==> src/rtl/match_controller.sv <==
// Pong match sequencer: owns the score registers and walks IDLE -> SERVE -> PLAY -> POINT -> OVER,
// gating ball motion and requesting re-centres, paced by the per-frame tick.
module match_controller #(
  parameter int unsigned SCREEN_X     = 640,
  parameter int unsigned WIN_SCORE    = 9,
  parameter int unsigned SERVE_FRAMES = 60,
  parameter int unsigned POINT_FRAMES = 30
) (
  input  logic       clock,
  input  logic       reset_n,
  input  logic       frame_tick,
  input  logic       start,
  input  logic       pause,
  input  logic [1:0] bounce,
  input  logic [9:0] ball_pos_x,
  output logic       ball_enable,
  output logic       ball_reset,
  output logic       serve_dir,
  output logic [3:0] score_player_1,
  output logic [3:0] score_player_2,
  output logic       game_over,
  output logic       winner
);

  localparam logic [2:0] StIdle  = 3'd0;
  localparam logic [2:0] StServe = 3'd1;
  localparam logic [2:0] StPlay  = 3'd2;
  localparam logic [2:0] StPoint = 3'd3;
  localparam logic [2:0] StOver  = 3'd4;

  localparam int unsigned   CntW      = 16;
  localparam logic [CntW-1:0] ServeLoad = CntW'(SERVE_FRAMES);
  localparam logic [CntW-1:0] PointLoad = CntW'(POINT_FRAMES);
  localparam logic [9:0]    MidX      = 10'(SCREEN_X / 2);
  localparam logic [3:0]    WinScore  = 4'(WIN_SCORE);

  logic [2:0]      state_q, state_d;
  logic [CntW-1:0] cnt_q, cnt_d;
  logic            start_q;
  logic [3:0]      s1_q, s1_d, s2_q, s2_d;
  logic            en_q, en_d, rst_q, rst_d, dir_q, dir_d, over_q, over_d, win_q, win_d;

  logic       start_edge, run_tick;
  logic [3:0] s1_inc, s2_inc;

  assign start_edge = start & ~start_q;
  assign run_tick   = frame_tick & ~pause;
  assign s1_inc     = (s1_q == 4'd15) ? 4'd15 : s1_q + 4'd1;
  assign s2_inc     = (s2_q == 4'd15) ? 4'd15 : s2_q + 4'd1;

  always_comb begin
    state_d = state_q;
    cnt_d   = cnt_q;
    s1_d    = s1_q;
    s2_d    = s2_q;
    rst_d   = 1'b0;
    dir_d   = dir_q;
    over_d  = over_q;
    win_d   = win_q;
    unique case (state_q)
      StIdle, StOver: begin
        if (start_edge) begin
          s1_d    = 4'd0;
          s2_d    = 4'd0;
          rst_d   = 1'b1;
          dir_d   = 1'b0;
          over_d  = 1'b0;
          cnt_d   = ServeLoad;
          state_d = StServe;
        end
      end
      StServe: begin
        if (run_tick) begin
          cnt_d = cnt_q - 1'b1;
          if (cnt_q == CntW'(1)) state_d = StPlay;
        end
      end
      StPlay: begin
        if (bounce == 2'b11 && !pause) begin
          // Serve always goes toward the player who conceded.
          if (ball_pos_x >= MidX) begin
            s1_d  = s1_inc;
            dir_d = 1'b1;
          end else begin
            s2_d  = s2_inc;
            dir_d = 1'b0;
          end
          if ((ball_pos_x >= MidX) ? (s1_inc == WinScore) : (s2_inc == WinScore)) begin
            over_d  = 1'b1;
            win_d   = (ball_pos_x < MidX);
            state_d = StOver;
          end else begin
            cnt_d   = PointLoad;
            state_d = StPoint;
          end
        end
      end
      StPoint: begin
        if (run_tick) begin
          cnt_d = cnt_q - 1'b1;
          if (cnt_q == CntW'(1)) begin
            rst_d   = 1'b1;
            cnt_d   = ServeLoad;
            state_d = StServe;
          end
        end
      end
      default: state_d = StIdle;
    endcase
    en_d = (state_d == StPlay) && !pause;
  end

  always_ff @(posedge clock) begin
    if (!reset_n) begin
      state_q <= StIdle;
      cnt_q   <= '0;
      start_q <= 1'b0;
      s1_q    <= 4'd0;
      s2_q    <= 4'd0;
      en_q    <= 1'b0;
      rst_q   <= 1'b0;
      dir_q   <= 1'b0;
      over_q  <= 1'b0;
      win_q   <= 1'b0;
    end else begin
      state_q <= state_d;
      cnt_q   <= cnt_d;
      start_q <= start;
      s1_q    <= s1_d;
      s2_q    <= s2_d;
      en_q    <= en_d;
      rst_q   <= rst_d;
      dir_q   <= dir_d;
      over_q  <= over_d;
      win_q   <= win_d;
    end
  end

  assign ball_enable    = en_q;
  assign ball_reset     = rst_q;
  assign serve_dir      = dir_q;
  assign score_player_1 = s1_q;
  assign score_player_2 = s2_q;
  assign game_over      = over_q;
  assign winner         = win_q;

endmodule

==> config.mk <==
export PLATFORM = sky130hd
export DESIGN_NAME = match_controller
export DESIGN_NICKNAME = d
export VERILOG_FILES = /design/src/rtl/match_controller.sv
export SDC_FILE = /design/constraint.sdc
export NUM_CORES = 1
export LEC_CHECK = 0
export BUFFER_PORTS_ARGS = -buffer_cell sky130_fd_sc_hd__buf_2
export CAP_MARGIN = 20
export CORE_UTILIZATION = 40
export CTS_CLUSTER_SIZE = 8
export DETAILED_ROUTE_END_ITERATION = 16
export SLEW_MARGIN = 20
export SYNTH_ARGS = -nofsm -noshare
export SYNTH_HDL_FRONTEND = slang
export SYNTH_SLANG_ARGS = --single-unit
==> constraint.sdc <==
create_clock -name clock -period 2.5 [get_ports clock]
set_input_delay 0.375 -clock clock [delete_from_list [all_inputs] [get_ports clock]]
set_output_delay 0.375 -clock clock [all_outputs]
set_load 0.01 [all_outputs]
==> results of run 1 <==
==> routing by layer <==
metal  share of wire [%]  track usage (%)  routed length (um)  vias up
met3                 3.7             4.22                 177        6
li1                    -                -                   -      938
met1                  53             30.7                2540      877
met4                0.99             5.23                  48        0
met2                  43             29.4                2070       39
met5                   0                0                   0        -
==> through the flow <==
| step | utilization [%] | cells | setup WS (ns) | cell area (sq um) |
|---|---|---|---|---|
| floorplan | - | 227 | 0.153 | 1940 |
| global placement | 47.7 | 307 | 0.0655 | 2150 |
| detailed placement | 47.7 | 307 | 0.0451 | 2150 |
| CTS | 50.3 | 315 | 0.0172 | 2270 |
| global route | 50.6 | 315 | -0.0252 | 2280 |
| finish | 50.6 | 315 | 0.159 | 2280 |
==> placed cells by master, fill, tap and decap left out, types with 2 or more instances in the layout <==
cell type  count
dfxtp_1       33
or2_2          2
a211oi_1       2
o211a_1        3
clkbuf_8       6
and2_1         4
nand3_1        8
a21oi_1       15
buf_2         23
a311oi_1       3
nand2_1       16
a32o_1         2
nand2b_1       3
o21ai_0       14
nor3_1        10
nor2_1        16
or4_1          3
inv_1          7
a21boi_0       4
nor4_1         3
and4_1         2
buf_4         15
a22o_4         2
ha_1           4
nor2b_1        3
and3_1         6
nand4_1        4
o211ai_1       6
o21a_1         7
a31oi_1        3
a31o_2         6
mux2i_1        2
==> report_power, final <==
group	internal (uW)	total, uW	switching [uW]
clock network	324	529	205
logic	131	314	183
registers	548	569	21.0
==> worst max-delay path, stage by stage, from the launching register on <==
cell,delay (ns)
dfxtp_1,0.32
ha_1,0.29
or4b_1,0.49
nor4_2,0.30
nor2_1,0.11
a221o_1,0.36
a2111oi_2,0.36
==> final cells by class <==
class | count | area, sq um
Inverter | 8 | 30.0
Clock inverter | 2 | 37.5
Fill cell | 459 | 2220
Timing Repair Buffer | 38 | 228
Sequential cell | 33 | 661
Clock buffer | 6 | 82.6
Tap cell | 52 | 65.1
Multi-Input combinational cell | 176 | 1180
==> flip-flops by register name (all words and copies together) (netlist names) <==
register,count
score_player_2,4
ball_enable,1
state_q,3
serve_dir,1
cnt_q,16
ball_reset,1
winner,1
start_q,1
score_player_1,4
game_over,1
==> logic make-up after synthesis <==
logic type,count (synthesis),synth area share [%]
compound gates,78,29.3
fa+ha+maj,4,2.58
buf+inv,18,5.87
flops,33,34.1
mux,2,1.03
simple gates,92,27.1
==> path summary, 6_finish.rpt <==
kind	from	end	slack [ns]	cells after the start
worst max-delay path	score_player_2[0]	ball_enable	0.16	6
worst min-delay path	pause	ball_enable	0.31	2
worst min register to register	game_over	game_over	0.45	2
worst max register to register	score_player_2[0]	ball_enable	0.16	6
==> repair_timing <==
| item | 4_1_cts | 5_1_grt |
|---|---|---|
| setup endpoints to repair | 0 | 1 |
| hold buffers | 0 | 0 |
| buffers inserted | 0 | 0 |
| gates resized for setup | 0 | 3 |
==> results, run 1 <==
- At the worst endpoint, the arrival time is 2.52 ns.
- The worst-skew pair later-pin latency is 0.28 ns.
- The area of the core is 0.00450 sq mm.
- The via count of the first global-routing pass is 1687.
- The average cell area after synthesis is 8.54 sq um.
- Synthesis produced a netlist with a net count of 248.
- Once the floorplan was initialized, standard cells occupied 43.0% of the core.
- The final clock period utilization by the worst path is 93.7%.
- The leading area contributor after synthesis is dfxtp_1.
- The critical path start-end classification is register to register.
- The share of cells above drive strength 1 is 24.0%.
- The number of design rule violations left after detail routing is 0.
- Counting along the longest clock path gives a buffer depth of 2.
- The critical path launch point type is a register.
- The max-slew violation count is 0.
- Timing would allow up to 427 MHz.
- The largest net degree at the start of global routing is 25.
- Power spread over the standard cell area amounts to 619 mW/mm^2.
- Clock tree synthesis selected as its root buffer the cell clkbuf_8.
- Summed over all failing endpoints, the final setup total negative slack is 0 ns.
- The first detailed-routing pass ran for 4 iterations.
- CTS built an H-tree with a depth of 2.
- The detail route stage leaves a number of antenna-violating nets equal to 0.
- The combined global-route utilization of all metal layers is 20.3%.
- The worst ir drop on vdd is 0.355 mV.
- The setup skew after layout is 0.00510 ns.
- The wire length of the first global-routing pass is 8290 um.
- The number of clock buffers added by TritonCTS is 5.
- The routed design has 4830 um of wire.
- The transition time of the tightest slew-check pin is 0.639 ns.
- The run finished with clean final reports.
- The I/O pin count is 30.
- The total power is 1410 uW.
- After detailed routing, the number of vias per cell comes to 5.90.
- The max-slew headroom at the worst pin is 57.0%.
- The fraction of registers with async set/reset is 0%.
- The commonest cells after synthesis are dfxtp_1 (33), nand2_1 (16), nor2_1 (16).
- The routed wire length per instance is 15.3 um.
- In this run the worst hold path is classified as input port to register.
- The required time of the worst setup path is 2.68 ns.
- Measured along the x axis, the die boundary spans 71.6 um.
- The placement row count is 24.
- The clock-pin slew of the registers on the worst-case setup and hold paths is 0.07 ns.
- Summed over all cells, the static leakage comes to 0.000947 uW.
- TritonCTS built the clock tree.
- The number of enable-type register cells in the synthesized netlist is 0.
- The total of warnings raised by yosys is 0.
- The net count of the finished layout is 283.
- The synthesized netlist occupies a cell area of 0.00194 sq mm.
- The die outline area is 0.00513 sq mm.
- The number of sinks driven by the clock tree is 33.
- Along the worst path, the maximum fanout reaches 3.
- In this run, the number of DRC markers left after iteration 0 of detailed routing was 119.
- Ranked by total cell area, the synthesized netlist is headed by dfxtp_1 (34%), a21oi_1 (3.9%), o21ai_0 (3.6%).
- The total number of vias is 1860.
- The number of I/O port buffers is 23.
- dfxtp_1 is the most common cell in the netlist.
- The register area share after synthesis is 34.1%.
- The number of standard cells after synthesis is 227.
- STA classifies the critical path endpoint as a register.
- The final antenna diode count is 0.
- The number of hold-slack violations in the final timing report is 0.
- The number of setup violations in the final report is 0.
- The synthesized netlist contains 57 unique library cells.
- Subtracting the final worst setup slack from the clock period gives 2.34 ns.
- Global routing finished with a remaining overflow of 0.
- The initial antenna violation count is 0.
- On the final layout, the worst hold slack is 0.309 ns.
- The fraction of synthesized cell area taken by the top area cell type is 34.1%.
- Relative to the synthesized area, the layout overhead comes to 17.6%.
- The number of violations of the max-capacitance limit is 0.
- The congestion estimate from routability-driven global placement came to 0.869.
- The placed wire-length estimate after detailed placement is 3440 um.
- The synthesized flop and latch total is 33.
- From bottom edge to top edge, the die measures 71.6 um.
- For this run, the leading register cell type out of synthesis is dfxtp_1.
(Power assumes the default switching activity.)
==> run 2, diff against run 1 <==
==> constraint.sdc (replaced) <==
create_clock -name clock -period 1.9 [get_ports clock]
set_input_delay 0.285 -clock clock [delete_from_list [all_inputs] [get_ports clock]]
set_output_delay 0.285 -clock clock [all_outputs]
set_load 0.01 [all_outputs]
==> run 2 against run 1 <==
Against the previous run: the run now ends with setup timing left; setup slack got worse by 0.37 ns; via count increased by 6.3%; routed wire length increased by 12%; clock skew about the same; cell count increased by 11%; register-to-register slack got worse by 0.37 ns; first-iteration DRC count increased by 25%; final area increased by 20%; critical path depth increased by 1; sequential share of layout area decreased by 4.6 points; combinational power increased by 70%; flip-flop and latch count unchanged; largest power group unchanged.
==> results, run 2 (same netlist as run 1, synthesis figures left out) <==
- The flow ran to the end, but the final reports show violations.
- The final reports fail on setup timing.
- The number of violations of the max-capacitance limit is 0.
- In the final routed layout, each cell accounts on average for 15.4 um.
- For the worst setup path, the data required time is 2.09 ns.
- Compared with the post-synthesis result, the final layout area differs by 40.8%.
- The total placed cells including tap cells is 343.
- The placed wire-length estimate after detailed placement is 3810 um.
- The final layout contains routed wiring with a total length of 5410 um.
- The die covers 0.00513 sq mm.
- The total iterations of the first detailed-routing run is 4.
- The violation count after the first detailed-route iteration is 149.
- The initial core utilization is 43.0%.
- Together, buffers and inverters on the worst path number 1.
- The number of hold-slack violations in the final timing report came to 0.
- Power spread over the standard cell area amounts to 655 mW/mm^2.
- The maximum root-to-sink buffer count is 2.
- Final hold analysis gives a worst-case slack of 0.256 ns.
- The finished layout holds 351 standard cells, fillers aside.
- The stage delay of the slowest cell on the critical path is 0.49 ns.
- The min-delay analysis places its worst path in the category input port to register.
- The flip-flop count of the largest register, all copies and words added is 16.
- The worst setup path is captured at a register.
- The max-slew violation count is 0.
- The worst-skew pair later-pin latency is 0.29 ns.
- In the final layout, the share of cells above drive strength 1 is 40.8%.
- The floorplan has 24 rows.
- Entering global routing, the biggest net connects 25 pins.
- The total power is 1790 uW.
- Buffers inserted during clock tree synthesis total 5.
- Buffers inserted to repair hold after CTS numbered 0.
- In this run the critical register-to-register path is launched from score_player_2[0].
- The routing usage on met2 is 34.1%.
- The highest clock rate is 473 MHz.
- Setup violations remaining at the end of the flow were counted as 21.
- The minimum setup slack in the final design is -0.215 ns.
- The most common library cell in the layout ignoring fill and taps is buf_4.
- The register with the most flip-flops in the final layout is cnt_q.
- Input and output buffers added on the ports amount to 23.
- In this run the post-CTS setup repair buffer count came out at 0.
- The first global-routing pass estimated 9150 um of wire.
- In this run the worst setup path begins at score_player_2[0].
- Data arrives at the worst endpoint at 2.30 ns.
- The combined global-route utilization of all metal layers is 22.5%.
- The total grt overflow is 0.
- The number of sinks driven by the clock tree is 33.
- 0 antenna diodes ended up in the layout.
- The slowest stage of the critical path is the or4b_4 cell.
- The via count of the first global-routing pass is 1921.
- After floorplanning, the core was sized to cover 0.00450 sq mm.
- The startpoint identified for the worst hold timing path is pause.
- The routability congestion estimate from global placement is 0.797.
- The final clock period utilization by the worst path is 111%.
- After detailed routing, the number of remaining DRC violations is 0.
- The routing usage on met1 is 32.9%.
- The worst ir drop on vdd is 0.417 mV.
- The final design utilization is 60.6%.
- After filler insertion, the fill cell instance count of the layout stands at 415.
- The setup skew after layout is 0.00526 ns.
- The maximum fanout along the worst path is 6.
- The y dimension of the die is 71.6 um.
- The transition time of the tightest slew-check pin is 0.590 ns.
- Global routing consumed, on the met3 layer, 3.80% of the routing resources.
- The largest delay contributor family on the critical path is simple AND/OR/NAND/NOR gates.
- At the end of the flow, the number of nets in the layout was 319.
- CTS built an H-tree with a depth of 2.
- The worst setup path is launched from a register.
- The final antenna-violating net count is 0.
- The sum of negative setup slack is -2.95 ns.
- The max-slew headroom at the worst pin is 60.3%.
- The clock-pin slew of the registers on the worst-case setup and hold paths is 0.07 ns.
- The via density per instance is 5.63.
- The post-layout minimum cycle time is 2.11 ns.
- The top cell types in the final layout, fill and taps aside, are buf_4 (49), dfxtp_1 (31), buf_2 (23).
- The I/O pin count is 30.
- Setup repair after global routing could not meet its margin everywhere.
- The tree is rooted in a clkbuf_8.
- The initial antenna violation count is 0.
- The clock tree from TritonCTS is built.
- met2 is the most crowded layer.
- The critical path start-end classification is register to register.
- The signal on the critical path passes through ha_4 > or4b_4 > nor4_4 > buf_4 > o21ai_4 > and2_4 > a32o_1.
- The horizontal die dimension is 71.6 um.
- The leakage power total is 0.00116 uW.
- The final route contains 1977 vias.
-- run 2: cell types whose count changed in the layout (fill, tap and decap cells not counted), sizes merged --
cell	delta
clkinv	+2
bufinv	-1
buf	+36
clkinvlp	-1
-- run 2: routing by layer --
layer,up-vias,wire (um)
met5,-,0
met4,0,57
met3,7,167
met2,29,2430
met1,937,2760
li1,1004,-
-- run 2: power by group --
group,internal (uW),switching (uW)
Combinational,245,288
Sequential,719,21.7
Clock,254,258
Total,1220,568
-- run 2: stage by stage --
stage | setup slack, ns | area (sq um)
CTS | -0.183 | 2660
detailed placement | -0.331 | 2480
global route | -0.305 | 2730
finish | -0.215 | 2730
floorplan | -0.235 | 1990
global placement | -0.298 | 2480
-- run 2: path summary, 6_finish.rpt --
| check | endpoint | slack (ns) | cells past startpoint |
|---|---|---|---|
| setup / recovery | cnt_q[13] | -0.21 | 7 |
| hold / removal | ball_enable | 0.26 | 2 |
| setup reg to reg | cnt_q[13] | -0.21 | 7 |
| hold reg to reg | game_over | 0.48 | 2 |
-- run 2: what timing repair did --
item	in CTS	in global routing
endpoints found under the hold margin	0	0
setup endpoints to repair	23	29
pin swaps	5	7
gates resized for setup	27	13
-- run 2: final cells by class --
type                    instances  area [sq um]  share of cell area (%)
multi-input cells             176          1360                    49.9
well taps                      52          65.1                    2.38
inverters                       8          30.0                    1.10
clock buffers                   6          72.6                    2.66
clock inverters                 2          10.0                   0.367
flip-flops and latches         33           666                    24.4
repair buffers                 74           523                    19.2
==> run 3, diff against run 2 <==
--- a/config.mk
+++ b/config.mk
@@ -10,6 +10,7 @@
 export CORE_UTILIZATION = 40
 export CTS_CLUSTER_SIZE = 8
 export DETAILED_ROUTE_END_ITERATION = 16
+export PLACE_DENSITY = 0.64
 export SLEW_MARGIN = 20
 export SYNTH_ARGS = -nofsm -noshare
 export SYNTH_HDL_FRONTEND = slang
==> run 3 against run 2 <==
Against the previous run: the flow still finishes with violations (setup timing); register-to-register slack barely moved; count of clock-buffer cells in the layout rose by 1; flip-flop and latch count is the same; clock skew is 0.0031 ns higher; clock power rose by 5.9%; maximum frequency decreased by 0.11%.
==> results, run 3 (same netlist as run 1, synthesis figures left out) <==
- The flow ran to the end, but the final reports show violations.
- The final reports fail on setup timing.
- The wire length of the first global-routing pass is 9060 um.
- The number of violations of the max-capacitance limit is 0.
- The critical-path cell with the highest stage delay is or4b_4.
- In this run the static leakage power is 0.00114 uW.
- The combined global-route utilization of all metal layers is 22.6%.
- Clock-pin slew was measured on the worst setup and hold paths at 0.07 ns.
- For the worst setup path, the data required time is 2.09 ns.
- Traced cell by cell, the critical path runs through ha_4 > or4b_4 > nor4_4 > buf_4 > o21ai_4 > and2_4 > a32o_1.
- The total placed cells including tap cells is 338.
- The area growth from synthesis to layout is 40.2%.
- Pin placement for this block handled 30 I/O pins.
- The share of cells above drive strength 1 is 40.5%.
- The number of instances on the worst hold path is 2.
- The number of cells on the worst reg-to-reg path is 7.
- On the worst path, the slowest cell contributes a delay of 0.49 ns.
- In this run the worst path has a maximum fanout of 6.
- Dividing the detail-routed wire length by the instance count gives 15.2 um.
- The max-slew violation count is 0.
- The number of nets in the layout is 317.
- The horizontal die dimension is 71.6 um.
- The minimum setup slack in the final design is -0.217 ns.
- The total iterations of the first detailed-routing run is 4.
- The total detailed-routing wirelength is 5300 um.
- The most common library cell in the layout ignoring fill and taps is buf_4.
- The via count of the first global-routing pass is 1924.
- The congestion estimate from routability-driven global placement came to 0.812.
- The post-layout minimum cycle time is 2.12 ns.
- Timing analysis after detailed placement gives a worst setup slack of -0.443 ns.
- The number of cells on the critical path is 7.
- Summed over all nets, the half-perimeter wirelength after detailed placement is 3700 um.
- Data on the critical path arrives at its endpoint at 2.30 ns.
- Static timing analysis puts the maximum clock frequency at 472 MHz.
- The final clock period utilization by the worst path is 111%.
- On the critical path the largest part of the delay comes from simple AND/OR/NAND/NOR gates.
- The transition time of the tightest slew-check pin is 0.486 ns.
- In this run the tool buffered the top-level ports with 23 buffer cells.
- The core region is 0.00450 sq mm.
- The y dimension of the die is 71.6 um.
- The repair_antennas step left the layout with diodes totalling 0.
- The register with the most flip-flops is cnt_q.
- The count of buffering cells on the critical path with inverters included is 1.
- The final instance count without filler cells is 348.
- The final antenna-violating net count is 0.
- In the layout the commonest cells are buf_4 (46), dfxtp_1 (31), buf_2 (23).
- TritonCTS built the clock tree.
- The number of H-tree levels is 2.
- The worst-skew pair later-pin latency is 0.29 ns.
- Setup repair after global routing could not meet its margin everywhere.
- The type of the tightest min-delay check is input port to register.
- The cell area power density is 667 mW/mm^2.
- The number of setup violations in the final report is 22.
- The die covers 0.00513 sq mm.
- Clock tree synthesis found a total of 33 sinks.
- The setup skew after layout is 0.00836 ns.
- The total number of vias is 1977.
- The worst setup path is launched from a register.
- The total grt overflow is 0.
- The sort of element at the end of the critical path is a register.
- Using the TritonRoute via totals, the vias-per-cell ratio works out to 5.68.
- The register with the most flip-flops in the layout has 16 of them.
- In the routed design, unresolved DRC markers number 0.
- The first routing iteration left 211 violations.
- The largest net degree at the start of global routing is 25.
- In this run the clock root is driven by a clkbuf_8.
- The maximum root-to-sink buffer count is 2.
- The number of hold-slack violations in the final timing report is 0.
- IR analysis of the VDD net gives a maximum drop of 0.383 mV.
- The initial utilization of the core area, before any placement, comes to 43.0%.
- The initial antenna violation count came to 0.
- The critical path in this run is classified as register to register.
- The max-slew headroom at the worst pin is 67.3%.
- The number of buffers created by CTS is 5.
- The placement row count is 24.
[run 3: cell types whose count changed in the layout (fill, tap and decap cells not counted), sizes merged]
| cell | change |
|---|---|
| clkbuf | +1 |
| clkinv | -2 |
| buf | -2 |
[run 3: path summary, 6_finish.rpt]
| check | from | end | slack [ns] |
|---|---|---|---|
| setup reg to reg | score_player_2[0] | cnt_q[13] | -0.22 |
| hold / removal | pause | ball_enable | 0.26 |
| setup / recovery | score_player_2[0] | cnt_q[13] | -0.22 |
| hold reg to reg | game_over | game_over | 0.46 |
[run 3: stage by stage]
| stage | TNS [ns] | area, sq um | hold slack, ns | total power (uW) | utilization [%] |
|---|---|---|---|---|---|
| CTS | -3.05 | 2640 | 0.246 | 1800 | 58.5 |
| global placement | -3.42 | 2440 | 0.432 | 1230 | 54.3 |
| detailed placement | -3.90 | 2440 | 0.449 | 1230 | 54.3 |
| finish | -3.44 | 2720 | 0.263 | 1810 | 60.3 |
| global route | -5.71 | 2720 | 0.262 | 1910 | 60.3 |
| floorplan | -2.50 | 1990 | 0.374 | 1050 | - |
[run 3: repair_timing]
item                       in CTS  in global routing
pin swaps                      15                  5
buffers inserted                0                  2
gates cloned                    1                  0
hold buffers                    0                  0
resized for setup              27                 13
setup endpoints to repair      23                 26
[run 3: worst register-to-register path, stage by stage (launching register included)]
cell and delay [ns]:
dfxtp_4 0.35, ha_4 0.23, or4b_4 0.49, nor4_4 0.29
buf_4 0.17, o21ai_4 0.06, and2_4 0.17, a32o_1 0.24
[run 3: metal layers]
layer / GRT usage [%] / up-vias / share of wire (%)
met5: 0 / - / 0
met4: 8.93 / 0 / 1.6
met3: 3.80 / 10 / 3.4
met2: 34.9 / 33 / 44
met1: 31.4 / 930 / 51
li1: - / 1004 / -
[run 3: report_power, final]
part	internal [uW]	total [uW]	switching [uW]
sequential	719	743	23.4
clock	287	542	255
combinational	241	526	285
[run 3: cell type report]
cell class                 instances  area, sq um
sequential                        33          666
tap                               52         65.1
fill                             405         1790
multi-input combinational        176         1370
inverter                           8         30.0
clock buffer                       7         86.3
timing repair buffer              72          503
